--- src/rtl/seq_alu.sv ---
// seq_alu: sequential ALU with valid/ready handshakes on both sides.
// Single-cycle ops (ADD..NOR) complete on the accepting edge and wait in HOLD
// until the consumer takes the result. MULTU/DIVU iterate WIDTH cycles in ITER.
// Build option: define SEQ_ALU_MULDIV_EN to include the iterative multiply /
// divide datapath; without it opcodes 12-13 complete in one cycle with zeros.
module seq_alu #(
   parameter int WIDTH = 32,
   parameter int SHW   = $clog2(WIDTH)
) (
   input  logic             clk,
   input  logic             rst_n,
   input  logic             in_valid,
   output logic             in_ready,
   input  logic [WIDTH-1:0] op_a,
   input  logic [WIDTH-1:0] op_b,
   input  logic [3:0]       alu_op,
   input  logic [SHW-1:0]   shamt,
   output logic             out_valid,
   input  logic             out_ready,
   output logic [WIDTH-1:0] result,
   output logic [WIDTH-1:0] result_hi,
   output logic             overflow,
   output logic             busy
);

   localparam logic [1:0] S_IDLE = 2'd0;
   localparam logic [1:0] S_HOLD = 2'd2;
`ifdef SEQ_ALU_MULDIV_EN
   localparam logic [1:0] S_ITER = 2'd1;
`endif

   localparam logic [3:0] OP_ADD  = 4'd0;
   localparam logic [3:0] OP_SUB  = 4'd1;
   localparam logic [3:0] OP_AND  = 4'd2;
   localparam logic [3:0] OP_OR   = 4'd3;
   localparam logic [3:0] OP_SLL  = 4'd4;
   localparam logic [3:0] OP_SRL  = 4'd5;
   localparam logic [3:0] OP_SRA  = 4'd6;
   localparam logic [3:0] OP_LUI  = 4'd7;
   localparam logic [3:0] OP_SLT  = 4'd8;
   localparam logic [3:0] OP_SLTU = 4'd9;
   localparam logic [3:0] OP_XOR  = 4'd10;
   localparam logic [3:0] OP_NOR  = 4'd11;
`ifdef SEQ_ALU_MULDIV_EN
   localparam logic [3:0] OP_MULU = 4'd12;
   localparam logic [3:0] OP_DIVU = 4'd13;
`endif

   logic [1:0]       state;
   logic             accept;
   logic             start_md;
   logic [WIDTH-1:0] alu_res;
   logic             alu_ovf;
   logic [WIDTH-1:0] sum;
   logic [WIDTH-1:0] diff;

   assign in_ready = (state == S_IDLE) || ((state == S_HOLD) && out_ready);
   assign accept   = in_valid && in_ready;

`ifdef SEQ_ALU_MULDIV_EN
   logic [WIDTH-1:0] md_hi;
   logic [WIDTH-1:0] md_lo;
   logic [WIDTH-1:0] md_opnd;
   logic             md_div;
   logic             md_dz;
   logic [SHW-1:0]   cnt;
   logic             md_last;
   logic [WIDTH:0]   mul_sum;
   logic [WIDTH:0]   div_r;
   logic [WIDTH:0]   div_d;
   logic [WIDTH-1:0] hi_nxt;
   logic [WIDTH-1:0] lo_nxt;

   assign start_md = (alu_op == OP_MULU) || (alu_op == OP_DIVU);
   assign busy     = (state == S_ITER);
   assign md_last  = (cnt == SHW'(WIDTH - 1));
`else
   assign start_md = 1'b0;
   assign busy     = 1'b0;
`endif

   // Single-cycle result and signed overflow from the live operands.
   always_comb begin
      sum     = op_a + op_b;
      diff    = op_a - op_b;
      alu_res = '0;
      alu_ovf = 1'b0;
      case (alu_op)
         OP_ADD: begin
            alu_res = sum;
            alu_ovf = (op_a[WIDTH-1] == op_b[WIDTH-1]) && (sum[WIDTH-1] != op_a[WIDTH-1]);
         end
         OP_SUB: begin
            alu_res = diff;
            alu_ovf = (op_a[WIDTH-1] != op_b[WIDTH-1]) && (diff[WIDTH-1] != op_a[WIDTH-1]);
         end
         OP_AND:  alu_res = op_a & op_b;
         OP_OR:   alu_res = op_a | op_b;
         OP_SLL:  alu_res = op_b << shamt;
         OP_SRL:  alu_res = op_b >> shamt;
         OP_SRA:  alu_res = WIDTH'($signed(op_b) >>> shamt);
         OP_LUI:  alu_res = op_b << (WIDTH / 2);
         OP_SLT:  alu_res = {{(WIDTH-1){1'b0}}, ($signed(op_a) < $signed(op_b))};
         OP_SLTU: alu_res = {{(WIDTH-1){1'b0}}, (op_a < op_b)};
         OP_XOR:  alu_res = op_a ^ op_b;
         OP_NOR:  alu_res = ~(op_a | op_b);
         default: begin
            alu_res = '0;
            alu_ovf = 1'b0;
         end
      endcase
   end

`ifdef SEQ_ALU_MULDIV_EN
   // One shift-add (multiply) or restoring-subtract (divide) step.
   // Multiply: {md_hi,md_lo} starts as {0,B} and shifts right with the carry.
   // Divide: md_hi is the partial remainder, md_lo shifts A out and quotient in.
   always_comb begin
      mul_sum = {1'b0, md_hi} + (md_lo[0] ? {1'b0, md_opnd} : '0);
      div_r   = {md_hi, md_lo[WIDTH-1]};
      div_d   = div_r - {1'b0, md_opnd};
      hi_nxt  = mul_sum[WIDTH:1];
      lo_nxt  = {mul_sum[0], md_lo[WIDTH-1:1]};
      if (md_div) begin
         if (!div_d[WIDTH]) begin
            hi_nxt = div_d[WIDTH-1:0];
            lo_nxt = {md_lo[WIDTH-2:0], 1'b1};
         end else begin
            hi_nxt = div_r[WIDTH-1:0];
            lo_nxt = {md_lo[WIDTH-2:0], 1'b0};
         end
      end
   end

   // Iterative datapath: load operands at acceptance, step once per ITER cycle.
   always_ff @(posedge clk or negedge rst_n) begin
      if (!rst_n) begin
         md_hi   <= '0;
         md_lo   <= '0;
         md_opnd <= '0;
         md_div  <= 1'b0;
         md_dz   <= 1'b0;
         cnt     <= '0;
      end else if (accept && start_md) begin
         md_div  <= (alu_op == OP_DIVU);
         md_dz   <= (op_b == '0);
         md_hi   <= '0;
         md_lo   <= (alu_op == OP_DIVU) ? op_a : op_b;
         md_opnd <= (alu_op == OP_DIVU) ? op_b : op_a;
         cnt     <= '0;
      end else if (state == S_ITER) begin
         md_hi <= hi_nxt;
         md_lo <= lo_nxt;
         cnt   <= cnt + 1'b1;
      end
   end
`endif

   // Control FSM and registered outputs.
   always_ff @(posedge clk or negedge rst_n) begin
      if (!rst_n) begin
         state     <= S_IDLE;
         out_valid <= 1'b0;
         result    <= '0;
         result_hi <= '0;
         overflow  <= 1'b0;
      end else begin
         case (state)
            S_IDLE, S_HOLD: begin
               if (accept) begin
                  if (start_md) begin
`ifdef SEQ_ALU_MULDIV_EN
                     state <= S_ITER;
`endif
                     out_valid <= 1'b0;
                     result    <= '0;
                     result_hi <= '0;
                     overflow  <= 1'b0;
                  end else begin
                     state     <= S_HOLD;
                     out_valid <= 1'b1;
                     result    <= alu_res;
                     result_hi <= '0;
                     overflow  <= alu_ovf;
                  end
               end else if ((state == S_HOLD) && out_ready) begin
                  state     <= S_IDLE;
                  out_valid <= 1'b0;
               end
            end
`ifdef SEQ_ALU_MULDIV_EN
            S_ITER: begin
               if (md_last) begin
                  state     <= S_HOLD;
                  out_valid <= 1'b1;
                  result    <= lo_nxt;
                  result_hi <= hi_nxt;
                  overflow  <= md_div && md_dz;
               end
            end
`endif
            default: begin
               state     <= S_IDLE;
               out_valid <= 1'b0;
            end
         endcase
      end
   end

endmodule
--- config.mk ---
export PLATFORM = sky130hd
export DESIGN_NAME = seq_alu
export DESIGN_NICKNAME = d
export VERILOG_FILES = /design/src/rtl/seq_alu.sv
export SDC_FILE = /design/constraint.sdc
export NUM_CORES = 1
export LEC_CHECK = 0
export BUFFER_PORTS_ARGS = -buffer_cell sky130_fd_sc_hd__clkbuf_2
export CAP_MARGIN = 10
export CORE_UTILIZATION = 35
export DETAILED_ROUTE_END_ITERATION = 7
export SETUP_SLACK_MARGIN = 0.05
export SYNTH_ARGS = -nofsm -noshare
export SYNTH_HDL_FRONTEND = slang
export SYNTH_SLANG_ARGS = --single-unit
--- constraint.sdc ---
create_clock -name clk -period 6.5 [get_ports clk]
set_input_delay 1.3 -clock clk [delete_from_list [all_inputs] [get_ports clk]]
set_output_delay 1.3 -clock clk [all_outputs]
set_load 0.005 [all_outputs]
## Yosys cells after proc, flatten, opt, wreduce, memory -nomap -nowiden

Cells that the tools add are included.

- Flip-flop bits (word level): 36
- Latch bits: 0
- RAM bits: 0
- ROM bits: 0
- Input bits: 77
- Output and inout bits: 68
- Logic and storage cells: 49
- Memories: 0

- $add $sub $neg: 2
- Multipliers: 0
- Div/mod/pow operators: 0
- Order comparisons: 2
- Equal/unequal tests: 17
- Shift operators: 3
- Muxes and demuxes: 8
- Bitwise operators: 4
- Reductions and logical operators: 9

Operator list:

| kind | count |
|---|---|
| $pmux 32 s12 | 1 |
| $lt 32x32->1 | 2 |
| $add 32x32->32 | 1 |
| $and 32x32->32 | 1 |
| $not 32->32 | 1 |
| $or 32x32->32 | 1 |
| $shl 32x5->32 | 1 |
| $shr 32x5->32 | 1 |
| $sshr 32x5->32 | 1 |
| $sub 32x32->32 | 1 |
| $xor 32x32->32 | 1 |
| $eq 4x3->1 const B | 4 |
| $eq 4x4->1 const B | 4 |
| $eq 4x2->1 const B | 2 |
| $mux 2 | 3 |
| $eq 4x1->1 const B | 1 |
| $logic_and 1x1->1 | 4 |
| $logic_not 4->1 | 1 |
| $mux 1 | 3 |
| $ne 1x1->1 | 3 |
| $ne 3x3->1 const B | 1 |
| $eq 2x2->1 const B | 1 |
| $logic_not 2->1 | 1 |
| $pmux 1 s2 | 1 |
| 4 further kinds | 4 |

## Longest topological paths before layout

Gate-level depths: netlist of run 1.

- Depth after elaboration: 6
- Depth in mapped cells: 13

## Worst setup path before layout of run 1

Ideal clock, no wire load.

- Path kind: input -> register
- Start point: in op_b[6]
- End point: reg result[29]
- Setup time: 0.131 ns
- Arrival: 4.078 ns
- Data required time: 6.369 ns
- Setup slack: 2.291 ns
- Stages on the path: 12
- Path buffers: 1
- Path through: clkbuf_1 -> inv_1 -> ha_1 -> nor2b_1 -> or4_4 -> a211oi_2 -> a211o_2 -> nand3_1 -> o211a_1 -> or3_1 -> a41o_1 -> or3_1

- Word-level cells in the longest chain between the ends: 2
- Elaborated cells between the ends (all ways): 6

Ends and longest elaborated chain:

| what | line | RTL |
|---|---|---|
| start, declared | 15 | `input logic [WIDTH-1:0] op_b,` |
| $sub 32x32->32, or another cell as far along | 85 | `diff = op_a - op_b;` |
| $pmux 32 s12 * | 88 | `case (alu_op)` |
| end signal, assigned | 182 | `result <= alu_res;` |
| end, declared | 20 | `output logic [WIDTH-1:0] result,` |

Mark *: on every way between the ends. The rest lies on a longest branch, timed or not.
A chain may end at the register's enable or synchronous reset.

## Worst setup path in the final report of run 1

- Start point: in op_b[6]
- End point: reg result[19]

The elaborated chain is that of the path after synthesis.

==> results.sh, run 1 <==
export IMPL_worst_slew_pin_slew_ns=1.095
export IMPL_worstPathRequired_ns=6.65
export IMPL_antenna_found_initial=3
export IMPL_p_sw_w=0.0007450
export IMPL_finalClockSkew_ns=0.009662
export IMPL_start_util_pct=35.52
export IMPL_path_clk_slew_ns=0.07
export IMPL_cellPowerDensity_nw_per_um2=129.9
export IMPL_clockPowerShare_pct=19.6
export IMPL_synth_cell_type_count=78
export IMPL_synthFlopType="dfrtp_1"
export IMPL_die_area_um2=31760
export IMPL_grt_max_degree=72
export IMPL_cts_sinks=34
export IMPL_dpl_hpwl_mm=38.66
export IMPL_cp_max_fo=13
export IMPL_async_flop_share_pct=100.0
export IMPL_placed_area_um2=11440
export IMPL_intPower_w=0.0007624
export IMPL_pre_cts_ws_ns=1.450
export IMPL_timing_rr_start="out_valid"
export IMPL_drive_gt1_share_pct=14.82
export IMPL_vias=12420
export IMPL_netlist_area_um2=10870
export IMPL_grt_overflow=0
export IMPL_rrSetupSlack_ns=3.82
export IMPL_cp_end_kind="flop"
export IMPL_tns_ns=0
export IMPL_synth_area_leaders="ha_1 (11%), mux4_2 (11%), dfrtp_1 (7.8%)"
export IMPL_power_frac_seq_pct=17.7
export IMPL_yosys_warnings=0
export IMPL_fin_ws_ns=1.579
export IMPL_fin_hold_ws_ns=0.4815
export IMPL_hold_viol=0
export IMPL_avgSynthCellArea_um2=7.201
export IMPL_max_slew_margin_pct=26.98
export IMPL_fin_crit_ns=4.921
export IMPL_rows=64
export IMPL_netlist_instances=1509
export IMPL_routed_via_density=6.487
export IMPL_dp_cells=1906
export IMPL_r2r_end="overflow"
export IMPL_ioPinCount=145
export IMPL_synth_seq_cells=34
export IMPL_arrival_ns=5.07
export IMPL_setup_violations=0
export IMPL_area_growth_pct=6.782
export IMPL_worstHoldPathType="flop to flop"
export IMPL_r2r_cells=8
export IMPL_synth_edf_count=0
export IMPL_htree_levels=2
export IMPL_min_delay_start="result[3]"
export IMPL_numCtsBuffers=5
export IMPL_drcViolationCount=2
export IMPL_cts_resized=0
export IMPL_gp_routability_congestion=1.054
export IMPL_core_area_um2=30590
export IMPL_die_h_um=178.2
export IMPL_swShare_pct=49.42
export IMPL_yosysSeqAreaShare_pct=7.830
export IMPL_failed_checks="DRC"
export IMPL_clockBufferDepth=2
export IMPL_timing_fmax_mhz=203.2
export IMPL_grt_usage_pct=31.16
export IMPL_final_area_um2=11600
export IMPL_leakagePower_nw=5.014
export IMPL_firstDrtPassIters=8
export IMPL_die_w_um=178.2
export IMPL_timing_max_cap_violations=0
export IMPL_slowest_delay_ns=0.82
export IMPL_cp_cell_sequence="clkbuf_2 -> inv_1 -> ha_1 -> inv_1 -> a2111oi_0 -> a211oi_2 -> o21ai_0 -> nor2_1 -> o32ai_1 -> xor2_1 -> a2111oi_0 -> a21oi_1"
export IMPL_report_final_slew_viol_count=0
export IMPL_final_common_cell="nand2_1"
export IMPL_ant_nets=0
export IMPL_wl_per_cell_um=26.09
export IMPL_root_buffer="clkbuf_16"
export IMPL_cpMaxStageDelayCell="a2111oi_0"
export IMPL_drtIter0Drc=1984
export IMPL_fill_cells=3289
export IMPL_grt_pass1_wl_mm=73.94
export IMPL_post_cts_buffers=0
export IMPL_io_buffer_count=111
export IMPL_status="complete, but fails checks"
export IMPL_layout_nets=1693
export IMPL_min_to="result[3]"
export IMPL_final_cell_mix="nand2_1 (155), a21oi_1 (138), nor2_1 (134)"
export IMPL_ir_worst_vdd_uv=81.40
export IMPL_synth_top_area_cell="ha_1"
export IMPL_hold_buffers=0
export IMPL_clk_latency_ns=0.30
export IMPL_grt_pass1_vias=11400
export IMPL_rsz0062_at_grt="no"
export IMPL_stdcell_count=1915
export IMPL_p_comb_share_pct=62.7
export IMPL_cts_tree="yes"
export IMPL_fin_crit_sh_pct=75.70
export IMPL_hold_depth=2
export IMPL_wl_mm=49.97
export IMPL_setup_worst_path_start_class="input port"
export IMPL_crit_type="input port to flop"
export IMPL_synth_top_area_share_pct=11.17
[how the worst max path moves through the flow]
| stage | start | endpoint | depth (start not counted) |
|---|---|---|---|
| 3_3_place_gp | op_b[6] | result[19] | 12 |
| 6_report | op_b[6] | result[19] | 12 |
| 4_1_cts | op_b[6] | result[19] | 12 |
| 5_1_grt | op_b[6] | result[19] | 12 |
| 3_5_place_dp | op_b[6] | result[19] | 12 |
| 2_1_floorplan | op_b[6] | result[29] | 12 |
[Yosys cell counts, types with 6 or more instances]
| cell | instances |
|---|---|
| nand2_1 | 155 |
| a21oi_1 | 138 |
| nor2_1 | 134 |
| o21ai_0 | 109 |
| inv_1 | 102 |
| ha_1 | 97 |
| clkbuf_1 | 90 |
| mux2i_1 | 55 |
| mux4_2 | 52 |
| dfrtp_1 | 34 |
| buf_4 | 33 |
| nand3_1 | 30 |
| nor3_1 | 28 |
| xnor2_1 | 28 |
| nor2b_1 | 27 |
| a211oi_1 | 25 |
| a22oi_1 | 24 |
| buf_2 | 23 |
| o211ai_1 | 22 |
| mux2_2 | 20 |
| buf_1 | 14 |
| o21bai_1 | 14 |
| a22o_1 | 13 |
| or3_1 | 13 |
| a31oi_1 | 12 |
| a21o_1 | 11 |
| a221oi_1 | 11 |
| a222oi_1 | 11 |
| nand2b_1 | 11 |
| o21a_1 | 11 |
| nand4_1 | 10 |
| o22ai_1 | 10 |
| o31ai_1 | 10 |
| and2_1 | 9 |
| a311oi_1 | 8 |
| o221ai_1 | 8 |
| a41oi_1 | 7 |
| nor4_1 | 7 |
| a2111oi_0 | 6 |
| xor2_1 | 6 |
[layout make-up]
class                   count  area (um2)  area share [%]
well taps                 396       495.5           4.270
multi-input cells        1245        9011           77.66
flip-flops and latches     34       850.8           7.332
inverters                 102       382.9           3.300
clock inverters             3       40.04          0.3451
clock buffers               5       125.1           1.078
repair buffers            129       695.7           5.995
diodes                      1       2.502         0.02157
[state kept, by name, summed over array words and instances, names as in the netlist]
name,cells
overflow,1
result,32
out_valid,1
[power groups by stage]
| stage | clock (W) | sequential (W) | combinational (W) |
|---|---|---|---|
| 2_1_floorplan | 0 | 0.000260 | 0.000621 |
| 3_3_place_gp | 0 | 0.000269 | 0.000914 |
| 3_5_place_dp | 0 | 0.000270 | 0.000914 |
| 4_1_cts | 0.000301 | 0.000266 | 0.000918 |
| 5_1_grt | 0.000307 | 0.000268 | 0.00101 |
| 6_report | 0.000296 | 0.000267 | 0.000945 |
[worst max-delay path: cells and delay by family]
kind,cells,cell delay [ns]
buf+inv,3,0.58
simple gates,1,0.12
xor+xnor,1,0.14
compound gates,6,2.48
fa+ha+maj,1,0.44
[stage by stage]
| stage | util (%) | total power [W] |
|---|---|---|
| floorplan | - | 0.0008813 |
| global placement | 37.39 | 0.001183 |
| detailed placement | 37.39 | 0.001184 |
| CTS | 37.93 | 0.001485 |
| global route | 37.93 | 0.001588 |
| finish | 37.93 | 0.001507 |
[logic make-up (layout without fill, tap and decap cells)]
logic type,count (synthesis),count (layout),synth area share (%)
flip-flops,34,34,7.830
adder cells (fa/ha/maj),99,99,11.54
AND/OR/NAND/NOR,450,450,19.00
XOR/XNOR,34,34,2.740
AO/OA/AOI/OAI,502,502,30.49
other,1,34,0.03451
multiplexers,127,127,17.92
buffers and inverters,262,239,10.45
[metal layers]
| layer | GRT usage, % | wire length [um] | up-vias | part of all wire, % |
|---|---|---|---|---|
| met2 | 43.90 | 20370 | 865 | 41 |
| met5 | 0 | 31 | - | 0.062 |
| met3 | 6.117 | 5573 | 131 | 11 |
| met1 | 44.21 | 20960 | 5918 | 42 |
| met4 | 16.53 | 3035 | 4 | 6.1 |
| li1 | - | - | 5504 | - |
Note: power is estimated with default switching activity, not from simulation.
==> inputs of run 2 (changes only) <==
==> constraint.sdc (replaced) <==
create_clock -name clk -period 4.9 [get_ports clk]
set_input_delay 0.98 -clock clk [delete_from_list [all_inputs] [get_ports clk]]
set_output_delay 0.98 -clock clk [all_outputs]
set_load 0.005 [all_outputs]
==> run 2 against run 1 <==
Against the previous run: the flow still finishes with violations (DRC); hold slack got worse by 0.00070 ns; highest routed layer is now met4; clock skew is 0.0055 ns lower; non-clock buffer count up 36.
==> results.sh, run 2 (same netlist as run 1, synthesis figures left out) <==
export IMPL_status="complete, but fails checks"
export IMPL_failed_checks="DRC"
export IMPL_max_slew_margin_pct=30.68
export IMPL_met2_wirelength_mm=22.37
export IMPL_final_cell_mix="nand2_1 (155), a21oi_1 (138), nor2_1 (134)"
export IMPL_ioPinCount=145
export IMPL_fin_crit_ns=4.396
export IMPL_clockBufferDepth=2
export IMPL_worstPathRequired_ns=5.09
export IMPL_cts_tree="yes"
export IMPL_finalClockSkew_ns=0.004165
export IMPL_rows=64
export IMPL_top_register="result"
export IMPL_drive_gt1_share_pct=16.69
export IMPL_dr_wl_met3_mm=5.531
export IMPL_cp_cell_sequence="clkbuf_2 -> inv_1 -> ha_1 -> buf_4 -> or3_1 -> nand3b_1 -> nor3_1 -> o41ai_1 -> a21oi_1 -> o221ai_1 -> xnor2_1 -> o21ai_0 -> a22o_1"
export IMPL_rsz0062_at_grt="no"
export IMPL_area_growth_pct=9.142
export IMPL_die_h_um=178.2
export IMPL_tns_ns=0
export IMPL_worstHoldPathType="flop to flop"
export IMPL_topRoutingLayerUsed="met4"
export IMPL_hold_buffers=0
export IMPL_leakagePower_nw=5.178
export IMPL_cp_max_fo=13
export IMPL_ant_nets=0
export IMPL_timing_max_cap_violations=0
export IMPL_start_util_pct=35.52
export IMPL_arrival_ns=4.58
export IMPL_cts_resized=0
export IMPL_report_final_slew_viol_count=0
export IMPL_final_common_cell="nand2_1"
export IMPL_reg_top3="result (32), out_valid (1), overflow (1)"
export IMPL_hold_viol=0
export IMPL_setup_worst_path_start_class="input port"
export IMPL_grt_max_degree=89
export IMPL_routed_via_density=6.371
export IMPL_cellPowerDensity_nw_per_um2=168.6
export IMPL_grt_overflow=0
export IMPL_wl_per_cell_um=27.47
export IMPL_core_area_um2=30590
export IMPL_timing_fmax_mhz=227.5
export IMPL_crit_type="input port to flop"
export IMPL_io_buffer_count=111
export IMPL_crit_family="simple AND/OR/NAND/NOR gates"
export IMPL_clk_latency_ns=0.30
export IMPL_die_w_um=178.2
export IMPL_path_clk_slew_ns=0.06
export IMPL_vias=12420
export IMPL_fill_cells=3336
export IMPL_die_area_um2=31760
export IMPL_grt_pass1_vias=11480
export IMPL_drcViolationCount=7
export IMPL_cpMaxStageDelayCell="nor3_1"
export IMPL_cts_sinks=34
export IMPL_worst_slew_pin_slew_ns=1.040
export IMPL_cp_end_kind="flop"
export IMPL_slowest_delay_ns=0.49
export IMPL_dp_cells=1942
export IMPL_setup_violations=0
export IMPL_numCtsBuffers=5
export IMPL_worst_path_buf_inv=3
export IMPL_antenna_found_initial=1
export IMPL_layout_nets=1729
export IMPL_htree_levels=2
export IMPL_root_buffer="clkbuf_16"
export IMPL_firstDrtPassIters=8
export IMPL_largest_register_ffs=32
export IMPL_fin_crit_sh_pct=89.71
export IMPL_wl_met1_mm=23.15
export IMPL_post_cts_buffers=0
export IMPL_dpl_hpwl_mm=41.80
export IMPL_grt_pass1_wl_mm=77.87
export IMPL_stdcell_count=1949
export IMPL_wl_mm=53.55
export IMPL_gp_routability_congestion=1.006
export IMPL_drtIter0Drc=1609
export IMPL_ir_worst_vdd_uv=123.5
export IMPL_grt_usage_pct=33.60
-- run 2: changes by cell type in the layout (fill, tap and decap cells not counted), sizes merged --
cell / before / now
clkinv: 2 / 0
clkbuf: 114 / 115
buf: 20 / 56
bufinv: 1 / 0
-- run 2: cell type report --
class                           instances  area, um2  share of cell area (%)
Clock buffer                            6      138.9                   1.171
Antenna cell                            1      2.502                 0.02110
Timing Repair Buffer                  165      978.4                   8.250
Multi-Input combinational cell       1245       9011                   75.98
Tap cell                              396      495.5                   4.178
Inverter                              102      382.9                   3.228
Sequential cell                        34      850.8                   7.174
-- run 2: per-layer routing --
layer	up-vias	GRT usage (%)
li1	5577	-
met1	6041	46.59
met2	714	49.21
met3	86	8.099
met4	0	14.19
met5	-	0
-- run 2: power by group --
part           internal, W  leakage (nW)  switching, W  total, W
logic             0.000477          4.66      0.000827   0.00130
clock network     0.000197        0.0688      0.000144  0.000341
registers         0.000317         0.449     0.0000374  0.000355
total             0.000991          5.18       0.00101   0.00200
-- run 2: worst min-delay path: stages, from the launching register on --
cell and delay, ns:
dfrtp_1 0.34, nand2_1 0.05, o21ai_0 0.06
-- run 2: path summary, 6_finish.rpt --
path	from	endpoint	slack, ns	cells after the start
worst max-delay path	op_b[19]	result[26]	0.50	13
worst min-delay path	result[5]	result[5]	0.48	2
worst max register to register	out_valid	result[29]	2.32	9
worst min register to register	result[5]	result[5]	0.48	2
max in group asynchronous	rst_n	result[26]	3.40	1
min in group asynchronous	rst_n	result[8]	0.85	1
-- run 2: metrics by stage --
step	util, %	hold slack [ns]	worst slack [ns]	power [W]	area (um2)
4_1_cts	38.76	0.4884	0.6575	0.001965	11860
2_1_floorplan	-	0.4733	1.011	0.001169	10990
3_3_place_gp	38.31	0.4640	0.2749	0.001625	11720
6_report	38.77	0.4808	0.5042	0.002000	11860
3_5_place_dp	38.31	0.4761	0.3378	0.001620	11720
5_1_grt	38.76	0.5107	0.2487	0.002112	11860
==> inputs of run 3 (changes only) <==
==> constraint.sdc (replaced) <==
create_clock -name clk -period 4.6 [get_ports clk]
set_input_delay 0.92 -clock clk [delete_from_list [all_inputs] [get_ports clk]]
set_output_delay 0.92 -clock clk [all_outputs]
set_load 0.005 [all_outputs]
==> run 3 against run 2 <==
Against the previous run: the flow still finishes with violations (DRC); register-to-register slack lost 0.20 ns; non-clock buffer count grew 29; critical path depth is the same; clock skew grew 0.010 ns; worst setup slack lost 0.21 ns.
==> results.sh, run 3 (same netlist as run 1, synthesis figures left out) <==
export IMPL_hold_viol=0
export IMPL_ant_nets=0
export IMPL_final_common_cell="nand2_1"
export IMPL_cts_sinks=34
export IMPL_root_buffer="clkbuf_16"
export IMPL_cts_tree="yes"
export IMPL_arrival_ns=4.46
export IMPL_largest_register_ffs=32
export IMPL_dpl_hpwl_mm=42.40
export IMPL_grt_usage_pct=33.41
export IMPL_reg_top3="result (32), out_valid (1), overflow (1)"
export IMPL_path_clk_slew_ns=0.08
export IMPL_htree_levels=2
export IMPL_failed_checks="DRC"
export IMPL_die_w_um=178.2
export IMPL_core_area_um2=30590
export IMPL_firstDrtPassIters=8
export IMPL_routed_via_density=6.397
export IMPL_worst_slew_pin_slew_ns=1.094
export IMPL_final_cell_mix="nand2_1 (155), a21oi_1 (138), nor2_1 (134)"
export IMPL_drive_gt1_share_pct=18.32
export IMPL_wl_mm=53.55
export IMPL_rsz0062_at_grt="no"
export IMPL_fill_cells=3281
export IMPL_cts_resized=0
export IMPL_max_slew_margin_pct=27.08
export IMPL_drcViolationCount=1
export IMPL_worstHoldPathType="flop to flop"
export IMPL_top_register="result"
export IMPL_regArea_um2=850.8
export IMPL_area_growth_pct=11.47
export IMPL_clk_latency_ns=0.31
export IMPL_ioPinCount=145
export IMPL_io_buffer_count=111
export IMPL_drtIter0Drc=1826
export IMPL_hold_buffers=0
export IMPL_finalClockSkew_ns=0.01461
export IMPL_grt_overflow=0
export IMPL_crit_type="input port to flop"
export IMPL_post_cts_buffers=0
export IMPL_die_area_um2=31760
export IMPL_setup_violations=0
export IMPL_numCtsBuffers=5
export IMPL_setup_worst_path_start_class="input port"
export IMPL_gp_routability_congestion=1.034
export IMPL_n_antenna_cell=0
export IMPL_worstPathRequired_ns=4.75
export IMPL_clockBufferDepth=2
export IMPL_cp_max_fo=13
export IMPL_fin_crit_ns=4.301
export IMPL_fin_hold_ws_ns=0.4870
export IMPL_rows=64
export IMPL_fin_crit_sh_pct=93.50
export IMPL_multi_input_area_um2=9011
export IMPL_start_util_pct=35.52
export IMPL_grt_pass1_wl_mm=78.09
export IMPL_vias=12660
export IMPL_postLayoutCoreUtil_pct=39.60
export IMPL_antenna_found_initial=1
export IMPL_ir_worst_vdd_uv=112.6
export IMPL_cellPowerDensity_nw_per_um2=180.4
export IMPL_grt_pass1_vias=11640
export IMPL_report_final_slew_viol_count=0
export IMPL_cp_end_kind="flop"
export IMPL_timing_fmax_mhz=232.5
export IMPL_die_h_um=178.2
export IMPL_status="complete, but fails checks"
export IMPL_timing_max_cap_violations=0
export IMPL_wl_per_cell_um=27.06
export IMPL_leakagePower_nw=5.333
export IMPL_tns_ns=0
export IMPL_grt_max_degree=57
export IMPL_layout_nets=1758
[run 3: worst paths after layout]
check | startpoint | cells past startpoint | slack, ns | endpoint
max in group asynchronous | rst_n | 1 | 3.09 | result[26]
min reg2reg | result[4] | 2 | 0.49 | result[4]
max | op_b[4] | 13 | 0.30 | result[19]
min | result[4] | 2 | 0.49 | result[4]
min in group asynchronous | rst_n | 1 | 0.79 | result[7]
max reg2reg | out_valid | 9 | 2.12 | result[30]
[run 3: final cells by class]
type                       count  area share (%)
multi-input combinational   1245           74.39
timing repair buffer         194           10.08
inverter                     102           3.161
clock buffer                   6           1.147
clock inverter                 2          0.1033
tap                          396           4.090
sequential                    34           7.024
[run 3: stage by stage]
step                cell area, um2  instances  worst slack [ns]  total power (W)
floorplan                    10990       1541            0.7706         0.001245
global placement             11960       1971            0.1357         0.001756
detailed placement           11960       1971            0.1032         0.001752
CTS                          12110       1979            0.3810         0.002142
global route                 12110       1979            0.1516         0.002294
finish                       12110       1979            0.2988         0.002185
[run 3: per-layer routing]
layer	GRT usage [%]	routed length (um)	share of wire, %	up-vias
li1	-	-	-	5635
met1	45.96	22620	42	6107
met2	51.10	22950	43	804
met3	5.861	5337	10	112
met4	14.02	2630	4.9	2
met5	0	9	0.017	-
[run 3: critical path, cell delays in order]
cell       delay, ns
clkbuf_2        0.28
inv_1           0.11
ha_1            0.46
nor2b_1         0.14
a2111oi_0       0.63
buf_4           0.23
a211oi_2        0.08
o21ai_0         0.49
nor2_1          0.12
o32ai_1         0.33
xor2_1          0.13
a2111oi_0       0.44
a21oi_1         0.09
[run 3: report_power, final]
group | switching [W] | leakage [nW] | total [W] | internal (W)
Sequential | 0.0000370 | 0.449 | 0.000375 | 0.000338
Combinational | 0.000886 | 4.81 | 0.00142 | 0.000534
Clock | 0.000174 | 0.0729 | 0.000390 | 0.000216
Total | 0.00110 | 5.33 | 0.00218 | 0.00109
